File: src/rtl/wb_reg_bank_if_if.sv
// rtl/wb_reg_bank_if_if.sv - Wishbone classic bus bundle for the register-bank front-end
interface wb_reg_bank_if_if #(
  parameter int DATA_W = 32,
  parameter int EN_W   = (DATA_W - 1) / 8 + 1,
  parameter int ADDR_W = 8
);
  logic              wb_cyc_i;
  logic              wb_stb_i;
  logic              wb_we_i;
  logic [ADDR_W-1:0] wb_adr_i;
  logic [EN_W-1:0]   wb_sel_i;
  logic [DATA_W-1:0] wb_dat_i;
  logic [DATA_W-1:0] wb_dat_o;
  logic              wb_ack_o;

  modport master (
    output wb_cyc_i, wb_stb_i, wb_we_i, wb_adr_i, wb_sel_i, wb_dat_i,
    input  wb_dat_o, wb_ack_o
  );

  modport slave (
    input  wb_cyc_i, wb_stb_i, wb_we_i, wb_adr_i, wb_sel_i, wb_dat_i,
    output wb_dat_o, wb_ack_o
  );
endinterface

File: src/rtl/wb_reg_bank_if.sv
// rtl/wb_reg_bank_if.sv - Wishbone slave decoding to per-register write strobes and registered reads
module wb_reg_bank_if #(
  parameter int DATA_W = 32,
  parameter int EN_W   = (DATA_W - 1) / 8 + 1,
  parameter int ADDR_W = 8,
  parameter int NREG   = 8
) (
  input  logic                   clk,
  input  logic                   rst,
  wb_reg_bank_if_if.slave        wb,
  output logic [NREG-1:0]        reg_we,
  output logic [EN_W-1:0]        reg_en,
  output logic [DATA_W-1:0]      reg_d,
  input  logic [NREG*DATA_W-1:0] rd_bus,
  output logic [NREG-1:0]        wr_pulse
);
  localparam int IDX_W = ADDR_W - 2;

  typedef enum logic {IDLE, ACK} state_t;

  state_t            state_q, state_d;
  logic              ack_q, ack_d;
  logic [NREG-1:0]   we_q, we_d;
  logic [NREG-1:0]   pulse_q;
  logic [EN_W-1:0]   en_q, en_d;
  logic [DATA_W-1:0] d_q, d_d;
  logic [DATA_W-1:0] dat_q, dat_d;

  logic [IDX_W-1:0]  idx;
  logic              mapped;
  logic [NREG-1:0]   idx_onehot;
  logic [DATA_W-1:0] rd_word;
  logic              unused_adr_bits;

  assign idx             = wb.wb_adr_i[ADDR_W-1:2];
  assign mapped          = (32'(idx) < NREG);
  assign unused_adr_bits = ^wb.wb_adr_i[1:0];

  always_comb begin
    idx_onehot = '0;
    rd_word    = '0;
    for (int i = 0; i < NREG; i++) begin
      if (mapped && (32'(idx) == i)) begin
        idx_onehot[i] = 1'b1;
        rd_word       = rd_bus[i*DATA_W +: DATA_W];
      end
    end
  end

  // Next values of every output are computed here so all outputs come straight from flops.
  always_comb begin
    state_d = state_q;
    ack_d   = 1'b0;
    we_d    = '0;
    en_d    = '0;
    d_d     = '0;
    dat_d   = '0;
    case (state_q)
      IDLE: begin
        if (wb.wb_cyc_i && wb.wb_stb_i) begin
          state_d = ACK;
          ack_d   = 1'b1;
          if (wb.wb_we_i) begin
            if (mapped) begin
              we_d = idx_onehot;
              en_d = wb.wb_sel_i;
              d_d  = wb.wb_dat_i;
            end
          end else begin
            dat_d = rd_word;
          end
        end
      end
      ACK:     state_d = IDLE;
      default: state_d = IDLE;
    endcase
  end

  always_ff @(posedge clk) begin
    if (rst) begin
      state_q <= IDLE;
      ack_q   <= 1'b0;
      we_q    <= '0;
      pulse_q <= '0;
      en_q    <= '0;
      d_q     <= '0;
      dat_q   <= '0;
    end else begin
      state_q <= state_d;
      ack_q   <= ack_d;
      we_q    <= we_d;
      pulse_q <= we_d;
      en_q    <= en_d;
      d_q     <= d_d;
      dat_q   <= dat_d;
    end
  end

  assign wb.wb_ack_o = ack_q;
  assign wb.wb_dat_o = dat_q;
  assign reg_we      = we_q;
  assign wr_pulse    = pulse_q;
  assign reg_en      = en_q;
  assign reg_d       = d_q;
endmodule

File: src/flat_wrapper.sv
// flat-port wrapper written by rule: the top's interface ports become plain ports
module wb_reg_bank_if_flat 
#(
  parameter int DATA_W = 32,
  parameter int EN_W   = (DATA_W - 1) / 8 + 1,
  parameter int ADDR_W = 8,
  parameter int NREG   = 8
)
  (clk, rst, reg_we, reg_en, reg_d, rd_bus, wr_pulse, wb_wb_cyc_i, wb_wb_stb_i, wb_wb_we_i, wb_wb_adr_i, wb_wb_sel_i, wb_wb_dat_i, wb_wb_dat_o, wb_wb_ack_o);
  wb_reg_bank_if_if #(.DATA_W(DATA_W), .EN_W(EN_W), .ADDR_W(ADDR_W)) wb_i ();
  input  logic clk;
  input  logic rst;
  output logic [NREG-1:0] reg_we;
  output logic [EN_W-1:0] reg_en;
  output logic [DATA_W-1:0] reg_d;
  input  logic [NREG*DATA_W-1:0] rd_bus;
  output logic [NREG-1:0] wr_pulse;
  input wire logic [$bits(wb_i.wb_cyc_i)-1:0] wb_wb_cyc_i;
  input wire logic [$bits(wb_i.wb_stb_i)-1:0] wb_wb_stb_i;
  input wire logic [$bits(wb_i.wb_we_i)-1:0] wb_wb_we_i;
  input wire logic [$bits(wb_i.wb_adr_i)-1:0] wb_wb_adr_i;
  input wire logic [$bits(wb_i.wb_sel_i)-1:0] wb_wb_sel_i;
  input wire logic [$bits(wb_i.wb_dat_i)-1:0] wb_wb_dat_i;
  output wire logic [$bits(wb_i.wb_dat_o)-1:0] wb_wb_dat_o;
  output wire logic [$bits(wb_i.wb_ack_o)-1:0] wb_wb_ack_o;
  assign wb_i.wb_cyc_i = wb_wb_cyc_i;
  assign wb_i.wb_stb_i = wb_wb_stb_i;
  assign wb_i.wb_we_i = wb_wb_we_i;
  assign wb_i.wb_adr_i = wb_wb_adr_i;
  assign wb_i.wb_sel_i = wb_wb_sel_i;
  assign wb_i.wb_dat_i = wb_wb_dat_i;
  assign wb_wb_dat_o = wb_i.wb_dat_o;
  assign wb_wb_ack_o = wb_i.wb_ack_o;
  wb_reg_bank_if #(.DATA_W(DATA_W), .EN_W(EN_W), .ADDR_W(ADDR_W), .NREG(NREG)) u_core (.clk(clk), .rst(rst), .wb(wb_i), .reg_we(reg_we), .reg_en(reg_en), .reg_d(reg_d), .rd_bus(rd_bus), .wr_pulse(wr_pulse));
endmodule
File: config.mk
export PLATFORM = sky130hd
export DESIGN_NAME = wb_reg_bank_if_flat
export DESIGN_NICKNAME = d
export VERILOG_FILES = /design/src/rtl/wb_reg_bank_if_if.sv /design/src/rtl/wb_reg_bank_if.sv /design/src/flat_wrapper.sv
export SDC_FILE = /design/constraint.sdc
export NUM_CORES = 1
export LEC_CHECK = 0
export BUFFER_PORTS_ARGS = -buffer_cell sky130_fd_sc_hd__buf_2
export CAP_MARGIN = 20
export CORE_AREA = 2 2 154 156
export CTS_CLUSTER_DIAMETER = 60
export DETAILED_ROUTE_END_ITERATION = 16
export DIE_AREA = 0 0 156 158
export PLACE_DENSITY = 0.56
export SLEW_MARGIN = 25
export SYNTH_ARGS = -nofsm -noshare
export SYNTH_HDL_FRONTEND = slang
export SYNTH_SLANG_ARGS = --single-unit
File: constraint.sdc
create_clock -name clk -period 2.4 [get_ports clk]
set_input_delay 0.48 -clock clk [delete_from_list [all_inputs] [get_ports clk]]
set_output_delay 0.48 -clock clk [all_outputs]
set_load 0.005 [all_outputs]
==> summary.md <==
| Metric | Value |
|---|---|
| Worst vdd ir | `0.210 mV` |
| CP Capture Type | `flip-flop` |
| Post-synthesis mux area share | `7.60%` |
| Crit path launch | `wb_wb_adr_i[3]` |
| Most frequent cells in the layout | `buf_2, dfxtp_1, o21ai_0, and2_1` |
| Drt first pass iters | `5` |
| Via/cell ratio | `4.73` |
| Critical Path Source Type | `input port` |
| Pleak | `3.23 nW` |
| Gr usage total | `16.0%` |
| DR vias | `5,409` |
| Fillers | `2,500` |
| Unrepaired setup endpoints after global routing | `false` |
| Crit path arrival time | `2050 ps` |
| Initial Utilization | `18.3%` |
| CP max-delay cell | `or4b_4` |
| Syn_nets | `787` |
| Warnings, synthesis | `0` |
| Fraction of layout cells with a size suffix above 1 | `51.3%` |
| Routed Antenna Nets | `0` |
| Post-CTS Setup Repair Bufs | `0` |
| TritonCTS sink count | `77` |
| Post-Synth Simple-Gate Area | `17.9%` |
| Worst r2r src | `u_core.state_q` |
| Largest net degree at the start of global routing | `45` |
| Initial DRC Count | `314` |
| Ys async rst share | `0%` |
| Total congestion overflow | `0` |
| Register area share after synthesis | `36.6%` |
| Post-CTS Resized | `0` |
| R2R Path End | `u_core.wb.wb_dat_o[18]` |
| Worst endpoint required time | `2670 ps` |
| Maxcap violations | `0` |
| HP Class | `input port to flip-flop` |
| Die area | `0.0246 sq mm` |
| # hold bufs at CTS | `0` |
| Pwr Density | `466 mW/mm^2` |
| Reg-to-reg slack, setup | `780 ps` |
| Worst-path clk slew | `70 ps` |
| Compound-Gate Fraction of Synth Area | `31.0%` |
| Final setup fails | `0` |
| Mapped Avg Cell Area | `8.75 sq um` |
| Most common flop cell mapped by yosys | `dfxtp_1` |
| Critical path's top delay family | `simple AND/OR/NAND/NOR gates` |
| Mapped Cells | `482` |
| Die Y | `158 um` |
| Final wirelength | `20,800 um` |
| Wire per inst | `18.2 um` |
| Port-buffer cells | `387` |
| Worst slew pin tran | `453 ps` |
| # IOs | `390` |
| Tmin final | `1770 ps` |
| Critical path, cell by cell | `buf_2 -> or4b_4 -> nor3_4 -> buf_12 -> a221o_1 -> o211ai_1 -> a21oi_1` |
| Clock Skew | `11.2 ps` |
| Worst path depth | `7` |
| WP buf/inv | `2` |
| Final Max Tran Viols | `0` |
| Final Hold Viols | `0` |
| Core area | `0.0231 sq mm` |
| Fraction of the mapped netlist area in adder cells | `0%` |
| WHS | `341 ps` |
| Root Buffer | `clkbuf_16` |
| Dpl hpwl | `16,500 um` |
| Period utilization | `73.9%` |
| Clock buffer depth | `2` |
| Most common cell after layout, fill and taps aside | `buf_2` |
| TritonCTS clock tree | `done` |
| Biggest cell delay along the critical path | `590 ps` |
| Die W | `156 um` |
| Count of cell types in the netlist | `36` |
| Post-Synth XOR/XNOR Area | `0%` |
| Worst-Skew Late Latency | `340 ps` |
| Vias in the first global route | `5,281` |
| Yosys reg bits | `77` |
| Area of the mapped netlist | `0.00422 sq mm` |
| Drt drc | `0` |
| EDFF count, synth | `0` |
| Outcome | `finished clean` |
| Rel. slew slack | `69.8%` |
| Worst setup path class | `input port to flip-flop` |
| CP max FO | `22` |
| Max Freq | `564 MHz` |
| CTS Buf Count | `9` |
| H-Tree Depth | `3` |
| GPL Wtd Cong | `0.804` |
| # rows | `56` |
| Largest family of logic cells by synthesized area | `compound AO/OA/AOI/OAI gates` |
| Total Nets Final | `1,152` |
| FF-to-FF path depth | `6` |
| First-pass GRT wire length | `29,700 um` |
| Area Overhead vs Synth | `62.7%` |
| Critical Path End | `u_core.wb.wb_dat_o[1]` |
| Setup TNS | `0 ps` |
| Initial antenna violation count | `0` |
## routing by layer
layer | vias up | GRT usage, % | routed length [um]
met5 | - | 0 | 0
met4 | 0 | 4.94 | 389
met3 | 26 | 4.13 | 1770
met2 | 310 | 27.6 | 10000
met1 | 2490 | 19.6 | 8550
li1 | 2583 | - | -
## worst register-to-register path, cell delays in order (launching register included)
cell and delay, ps:
dfxtp_1 310, and4bb_2 340, nand2b_1 160, a31oi_1 170
buf_4 210, o221ai_1 130, o22ai_1 220
## state kept, by name, summed over array words and instances, names as in the netlist
register,cells
u_core.state_q,1
u_core.reg_we,8
u_core.reg_en,4
u_core.wb.wb_dat_o,32
u_core.reg_d,32
## metrics by stage
stage / utilization (%) / setup WS (ps) / instances / power, mW / instance area, sq um
after floorplan: - / 512 / 482 / 1.49 / 4220
after global placement: 28.5 / 275 / 1126 / 1.81 / 6560
after detailed placement: 28.5 / 253 / 1126 / 1.82 / 6560
after CTS: 29.7 / 621 / 1142 / 3.26 / 6860
after global routing: 29.7 / 534 / 1142 / 3.36 / 6860
final: 29.8 / 626 / 1143 / 3.20 / 6860
## cells in the mapped netlist, types with 2 or more instances
library cell,number,area [sq um]
dfxtp_1,77,1540
o21ai_0,64,320
and2_1,37,231
mux2i_1,32,320
nand3b_1,32,240
a21oi_1,31,155
a221oi_1,31,272
clkbuf_1,30,113
nor2_1,27,101
a221o_1,23,230
o211ai_1,22,165
buf_2,14,70.1
buf_4,12,90.1
o221ai_1,9,78.8
o22ai_1,9,56.3
nand2_1,3,11.3
nand3_1,3,15.0
nor3_1,3,15.0
buf_1,2,7.51
nand2b_1,2,12.5
nand4_1,2,12.5
nor2b_1,2,12.5
nor3b_1,2,15.0
## where the power goes
part	internal, mW	switching, mW
Combinational	0.278	0.225
Clock	0.814	0.593
Sequential	1.28	0.00134
## how the worst min path moves through the flow
stage,from,to,slack [ps],cells past startpoint
finish,wb_wb_dat_i[1],u_core.reg_d[1],340,2
global route,wb_wb_sel_i[0],u_core.reg_en[0],330,2
CTS,wb_wb_dat_i[8],u_core.reg_d[8],320,2
global placement,u_core.state_q,u_core.state_q,650,1
detailed placement,u_core.state_q,u_core.state_q,650,1
floorplan,wb_wb_dat_i[0],u_core.reg_d[0],600,1
## cell families (layout without fill, tap and decap cells)
logic type	after synthesis	after routing
compound gates	193	193
buf+inv	59	429
flops	77	77
mux	32	32
other cells	0	1
simple gates	121	121
## layout make-up
| class | count | area [sq um] | share of cell area [%] |
|---|---|---|---|
| multi-input combinational | 346 | 2410 | 35.1 |
| timing repair buffer | 413 | 2240 | 32.7 |
| sequential | 77 | 1540 | 22.5 |
| tap | 290 | 363 | 5.29 |
| clock buffer | 10 | 229 | 3.34 |
| clock inverter | 6 | 70.1 | 1.02 |
| antenna | 1 | 2.50 | 0.0365 |
Power figures use the tool's default switching activity.
